$ cat src/rtl/piezo_alert_sequencer.sv
// Prioritised piezo alert sequencer: arbitrates level alerts and one-shot cue
// patterns and drives a registered square-wave tone on piezo_out.
module piezo_alert_sequencer #(
  parameter int unsigned CLK_FREQ_HZ = 50_000_000,
  parameter int unsigned TONE_HI_HZ  = 2000,
  parameter int unsigned TONE_LO_HZ  = 1000,
  parameter int unsigned NOTE_TICKS  = 5_000_000
) (
  input  logic       clk,
  input  logic       sys_rst,
  input  logic       enable,
  input  logic       beep_level,
  input  logic       warn_level,
  input  logic       ok_pulse,
  input  logic       win_pulse,
  input  logic       lose_pulse,
  output logic       piezo_out,
  output logic       busy,
  output logic [2:0] pattern_id
);

  localparam int unsigned HALF_HI = CLK_FREQ_HZ / (2 * TONE_HI_HZ);
  localparam int unsigned HALF_LO = CLK_FREQ_HZ / (2 * TONE_LO_HZ);

  typedef enum logic [1:0] {S_IDLE, S_LEVEL, S_ONESHOT} state_e;
  typedef enum logic [1:0] {C_SIL, C_LO, C_HI} code_e;
  typedef enum logic [2:0] {
    P_IDLE = 3'd0, P_BEEP = 3'd1, P_WARN = 3'd2,
    P_OK   = 3'd3, P_WIN  = 3'd4, P_LOSE = 3'd5
  } pat_e;

  state_e      state_q, state_d;
  pat_e        pat_q, pat_d;
  code_e       code_q, code_d;
  logic [2:0]  step_q, step_d;
  logic [31:0] note_q, note_d;
  logic [31:0] half_q, half_d;
  logic        piezo_q, piezo_d;
  logic        busy_q, busy_d;

  pat_e        new_pat;
  logic        lvl_start;
  logic        tone_rst;
  logic [31:0] half_lim;

  function automatic code_e step_code(input pat_e pat, input logic [2:0] step);
    case (pat)
      P_OK:    return (step == 3'd1) ? C_SIL : C_HI;
      P_WIN:   return (step == 3'd0 || step == 3'd2) ? C_LO : C_HI;
      P_LOSE:  return C_LO;
      default: return C_SIL;
    endcase
  endfunction

  function automatic logic [2:0] last_step(input pat_e pat);
    case (pat)
      P_OK:    return 3'd2;
      P_WIN:   return 3'd5;
      default: return 3'd7;
    endcase
  endfunction

  always_comb begin
    state_d   = state_q;
    pat_d     = pat_q;
    code_d    = code_q;
    step_d    = step_q;
    note_d    = note_q;
    half_d    = half_q;
    piezo_d   = piezo_q;
    busy_d    = busy_q;
    lvl_start = 1'b0;
    tone_rst  = 1'b0;
    half_lim  = (code_q == C_HI) ? 32'(HALF_HI - 1) : 32'(HALF_LO - 1);

    if (code_q == C_SIL) begin
      half_d  = '0;
      piezo_d = 1'b0;
    end else if (half_q == half_lim) begin
      half_d  = '0;
      piezo_d = ~piezo_q;
    end else begin
      half_d  = half_q + 32'd1;
    end

    if (lose_pulse)     new_pat = P_LOSE;
    else if (win_pulse) new_pat = P_WIN;
    else if (ok_pulse)  new_pat = P_OK;
    else                new_pat = P_IDLE;

    case (state_q)
      S_IDLE: lvl_start = 1'b1;
      S_LEVEL: begin
        // Re-arbitrate whenever the playing level no longer matches the preferred one.
        if (!warn_level && !beep_level) begin
          lvl_start = 1'b1;
        end else if (warn_level != (pat_q == P_WARN)) begin
          lvl_start = 1'b1;
        end else if (pat_q == P_WARN) begin
          if (note_q == 32'(NOTE_TICKS - 1)) begin
            note_d   = '0;
            code_d   = (code_q == C_HI) ? C_LO : C_HI;
            tone_rst = 1'b1;
          end else begin
            note_d   = note_q + 32'd1;
          end
        end
      end
      S_ONESHOT: begin
        if (note_q == 32'(NOTE_TICKS - 1)) begin
          note_d = '0;
          if (step_q == last_step(pat_q)) begin
            lvl_start = 1'b1;
          end else begin
            step_d = step_q + 3'd1;
            code_d = step_code(pat_q, step_q + 3'd1);
            if (code_d != code_q) tone_rst = 1'b1;
          end
        end else begin
          note_d = note_q + 32'd1;
        end
      end
      default: lvl_start = 1'b1;
    endcase

    if (lvl_start) begin
      step_d   = '0;
      note_d   = '0;
      busy_d   = 1'b0;
      tone_rst = 1'b1;
      if (warn_level) begin
        state_d = S_LEVEL; pat_d = P_WARN; code_d = C_HI;
      end else if (beep_level) begin
        state_d = S_LEVEL; pat_d = P_BEEP; code_d = C_LO;
      end else begin
        state_d = S_IDLE;  pat_d = P_IDLE; code_d = C_SIL;
      end
    end

    // Equal or higher priority pulse restarts the one-shot from step 0.
    if (new_pat != P_IDLE && (state_q != S_ONESHOT || new_pat >= pat_q)) begin
      state_d  = S_ONESHOT;
      pat_d    = new_pat;
      code_d   = step_code(new_pat, 3'd0);
      step_d   = '0;
      note_d   = '0;
      busy_d   = 1'b1;
      tone_rst = 1'b1;
    end

    if (tone_rst) begin
      half_d  = '0;
      piezo_d = 1'b0;
    end
  end

  always_ff @(posedge clk) begin
    if (sys_rst || !enable) begin
      state_q <= S_IDLE;
      pat_q   <= P_IDLE;
      code_q  <= C_SIL;
      step_q  <= '0;
      note_q  <= '0;
      half_q  <= '0;
      piezo_q <= 1'b0;
      busy_q  <= 1'b0;
    end else begin
      state_q <= state_d;
      pat_q   <= pat_d;
      code_q  <= code_d;
      step_q  <= step_d;
      note_q  <= note_d;
      half_q  <= half_d;
      piezo_q <= piezo_d;
      busy_q  <= busy_d;
    end
  end

  assign piezo_out  = piezo_q;
  assign busy       = busy_q;
  assign pattern_id = pat_q;

endmodule

$ cat config.mk
export PLATFORM = sky130hd
export DESIGN_NAME = piezo_alert_sequencer
export DESIGN_NICKNAME = d
export VERILOG_FILES = /design/src/rtl/piezo_alert_sequencer.sv
export SDC_FILE = /design/constraint.sdc
export NUM_CORES = 1
export LEC_CHECK = 0
export CELL_PAD_IN_SITES_DETAIL_PLACEMENT = 0
export CELL_PAD_IN_SITES_GLOBAL_PLACEMENT = 1
export CORE_AREA = 3 3 127 80
export DETAILED_ROUTE_END_ITERATION = 12
export DIE_AREA = 0 0 130 83
export PLACE_DENSITY = 0.8
export SYNTH_ARGS = -nofsm -noshare
export SYNTH_HDL_FRONTEND = slang
export SYNTH_SLANG_ARGS = --single-unit
$ cat constraint.sdc
create_clock -name clk -period 2.8 [get_ports clk]
set_input_delay 0.56 -clock clk [delete_from_list [all_inputs] [get_ports clk]]
set_output_delay 0.56 -clock clk [all_outputs]
set_load 0.02 [all_outputs]
==> results.sh <==
export IMPL_crit_slowest_cell="clkdlybuf4s50_1"
export IMPL_fin_crit_sh_pct=98.2
export IMPL_power_density_mw_per_mm2=513
export IMPL_synth_distinct_cells=51
export IMPL_yosysSeqAreaShare_pct=39.9
export IMPL_synth_area_top_cells="dfxtp_1, nor2_1, xnor2_1"
export IMPL_setup_viol=0
export IMPL_yosysTopAreaCell="dfxtp_1"
export IMPL_slowest_delay_ps=480
export IMPL_start_util_pct=41.4
export IMPL_leakage_nw=1.48
export IMPL_worstPathMaxFanout=16
export IMPL_yosys_warnings=0
export IMPL_status="complete, no violations"
export IMPL_dp_hpwl_mm=5.59
export IMPL_ir_drop_mv=0.287
export IMPL_via_count=3124
export IMPL_critical_path_class="input port to flop"
export IMPL_crit_chain="clkdlybuf4s50_1, inv_1, a21oi_2, ha_1, nand2b_1, a21oi_2, o21ai_1, o21a_1, or3_4, nand3b_1, buf_4, clkbuf_16, nor2_1"
export IMPL_end_kind="flop"
export IMPL_timing_hold_ws_ps=438
export IMPL_drtIter0Drc=249
export IMPL_drt_wl_total_mm=8.12
export IMPL_synth_top_cell_area_share_pct=39.9
export IMPL_root_buffer="clkbuf_16"
export IMPL_drt_pass1_iterations=5
export IMPL_period_needed_ps=2750
export IMPL_cp_top_family="buffers and inverters"
export IMPL_pin_count=13
export IMPL_clk_latency_ps=340
export IMPL_die_x_um=130
export IMPL_ys_flop_type="dfxtp_1"
export IMPL_cts_htree_levels=3
export IMPL_postRouteAntennaNets=0
export IMPL_critical_path_buf_inv_count=4
export IMPL_syn_inst=450
export IMPL_maxSlewViolCount=0
export IMPL_cts_buffers=9
export IMPL_hold_viol_final=0
export IMPL_rows=27
export IMPL_grt_antenna_before_repair=0
export IMPL_drcViolationCount=0
export IMPL_cts_sinks=75
export IMPL_avgSynthCellArea_um2=8.37
export IMPL_multiInputGateArea_mm2=0.00216
export IMPL_worst_pin_slew_ps=484
export IMPL_layout_nets=508
export IMPL_io_buffers=12
export IMPL_grt_pass1_wl_mm=13.7
export IMPL_synth_edf_count=0
export IMPL_total_power_mw=2.34
export IMPL_stdcell_area_mm2=0.00457
export IMPL_synth_nets=467
export IMPL_cts_clk_slew_worst_paths_ps=60
export IMPL_avgViaCountPerCell=5.11
export IMPL_clock_path_buffers=2
export IMPL_wire_per_inst_um=13.3
export IMPL_grt_pass1_vias=2969
export IMPL_max_clock_freq_ghz=0.364
export IMPL_finClkSkew_ps=13.1
export IMPL_placed_area_mm2=0.00419
export IMPL_seqCellArea_mm2=0.00150
export IMPL_grt_max_degree=33
export IMPL_place_congestion=0.796
export IMPL_setup_tns_ps=0
export IMPL_arrival_ps=3020
export IMPL_grt_util_all_layers_pct=15.5
export IMPL_core_area_mm2=0.00909
export IMPL_synth_commonest_cells="nor2_1, dfxtp_1, xnor2_1"
export IMPL_worstPathRequired_ps=3070
export IMPL_tritoncts="built"
export IMPL_grt_overflow=0
export IMPL_synthToLayoutAreaGrowth_pct=21.2
export IMPL_die_area_mm2=0.0108
export IMPL_fin_util_pct=50.2
export IMPL_hp_class="flop to flop"
export IMPL_critPathLaunchType="input port"
export IMPL_drv_cap=0
export IMPL_final_layout_size_suffix_gt1_share_pct=12.1
export IMPL_crit_path_frequent_cell="a21oi_2"
export IMPL_synthArstFlopShare_pct=0
export IMPL_dieHeight_um=83
export IMPL_diodes=0
export IMPL_timing_slew_headroom_pct=67.6
export IMPL_fill_cells=824
export IMPL_ys_seq_elements=75
export IMPL_mappedNetlistArea_mm2=0.00377
export IMPL_yosys_cell_count_top_type="nor2_1"
## registers in the layout, indices dropped and copies added (netlist names)
signal,count
half_q,32
note_q,32
pattern_id,3
step_q,3
code_q,2
state_q,2
piezo_out,1
## where the power goes
group          switching, mW  leakage (nW)  internal [mW]  total (mW)
Sequential           0.00386         0.605           1.07        1.08
Clock                  0.444         0.148          0.706        1.15
Combinational         0.0571         0.732         0.0576       0.115
## per-layer routing
metal / track usage [%] / part of all wire (%)
met5: 0 / 0
met1: 22.5 / 55
met2: 22.0 / 41
met4: 4.25 / 0.55
met3: 4.88 / 3.5
## cell type report
class                           instances  share of cell area [%]
Timing Repair Buffer                   42                    8.88
Tap cell                              116                    3.18
Sequential cell                        75                    32.9
Multi-Input combinational cell        348                    47.4
Clock inverter                          5                    1.18
Clock buffer                           10                    5.23
Inverter                               15                    1.23
## repair_timing
| action | 4_1_cts | 5_1_grt |
|---|---|---|
| setup buffers | 0 | 2 |
| resized for setup | 0 | 6 |
| setup endpoints to repair | 0 | 62 |
| hold buffers | 0 | 0 |
## final timing paths
kind                                   end  cells past startpoint       start  slack [ps]
worst max-delay path            half_q[21]                     13   win_pulse          50
worst min-delay path             half_q[0]                      1   half_q[0]         440
worst max register to register  note_q[31]                      8  state_q[1]         280
worst min register to register   half_q[0]                      1   half_q[0]         440
## cell families after synthesis
logic type                 Yosys count  share of synthesized area, %
and+or+nand+nor                    233                          31.1
DFF                                 75                          39.9
xor gates and xnor gates            65                          15.1
AOI/OAI and AO/OA                   38                          6.61
buffers and inverters               27                          3.12
adders and majority gates            9                          2.99
muxes                                3                          1.16
## metrics by stage
stage	cells	setup slack [ps]
after CTS	607	29.6
after global routing	611	-56.8
after floorplan	450	70.0
final	611	49.8
after global placement	592	-249
after detailed placement	592	-296
## placed cells by master, fill, tap and decap left out, types with 3 or more instances in the layout
master           Yosys  final
inv_1               15     15
ha_1                 9      9
a21oi_1             10      8
and3_1               9      9
a31oi_1              4      4
nand3_1             27     27
nor4_1               7      7
and4_1               3      3
clkinv_2             0      3
nor4b_1              4      4
nor2b_1              6      6
clkdlybuf4s50_1      0     12
xor2_1              30     30
nor3_1               7      7
nand2_1             27     27
clkbuf_16            0     11
buf_4                0     26
dfxtp_1             75     75
nor2_1              98     97
nand4_1             16     16
o211ai_1             5      5
nand2b_1             7      7
nor3b_1              4      4
o21ai_0              5      4
xnor2_1             35     35
No activity file was read; power rests on OpenSTA's default activity.
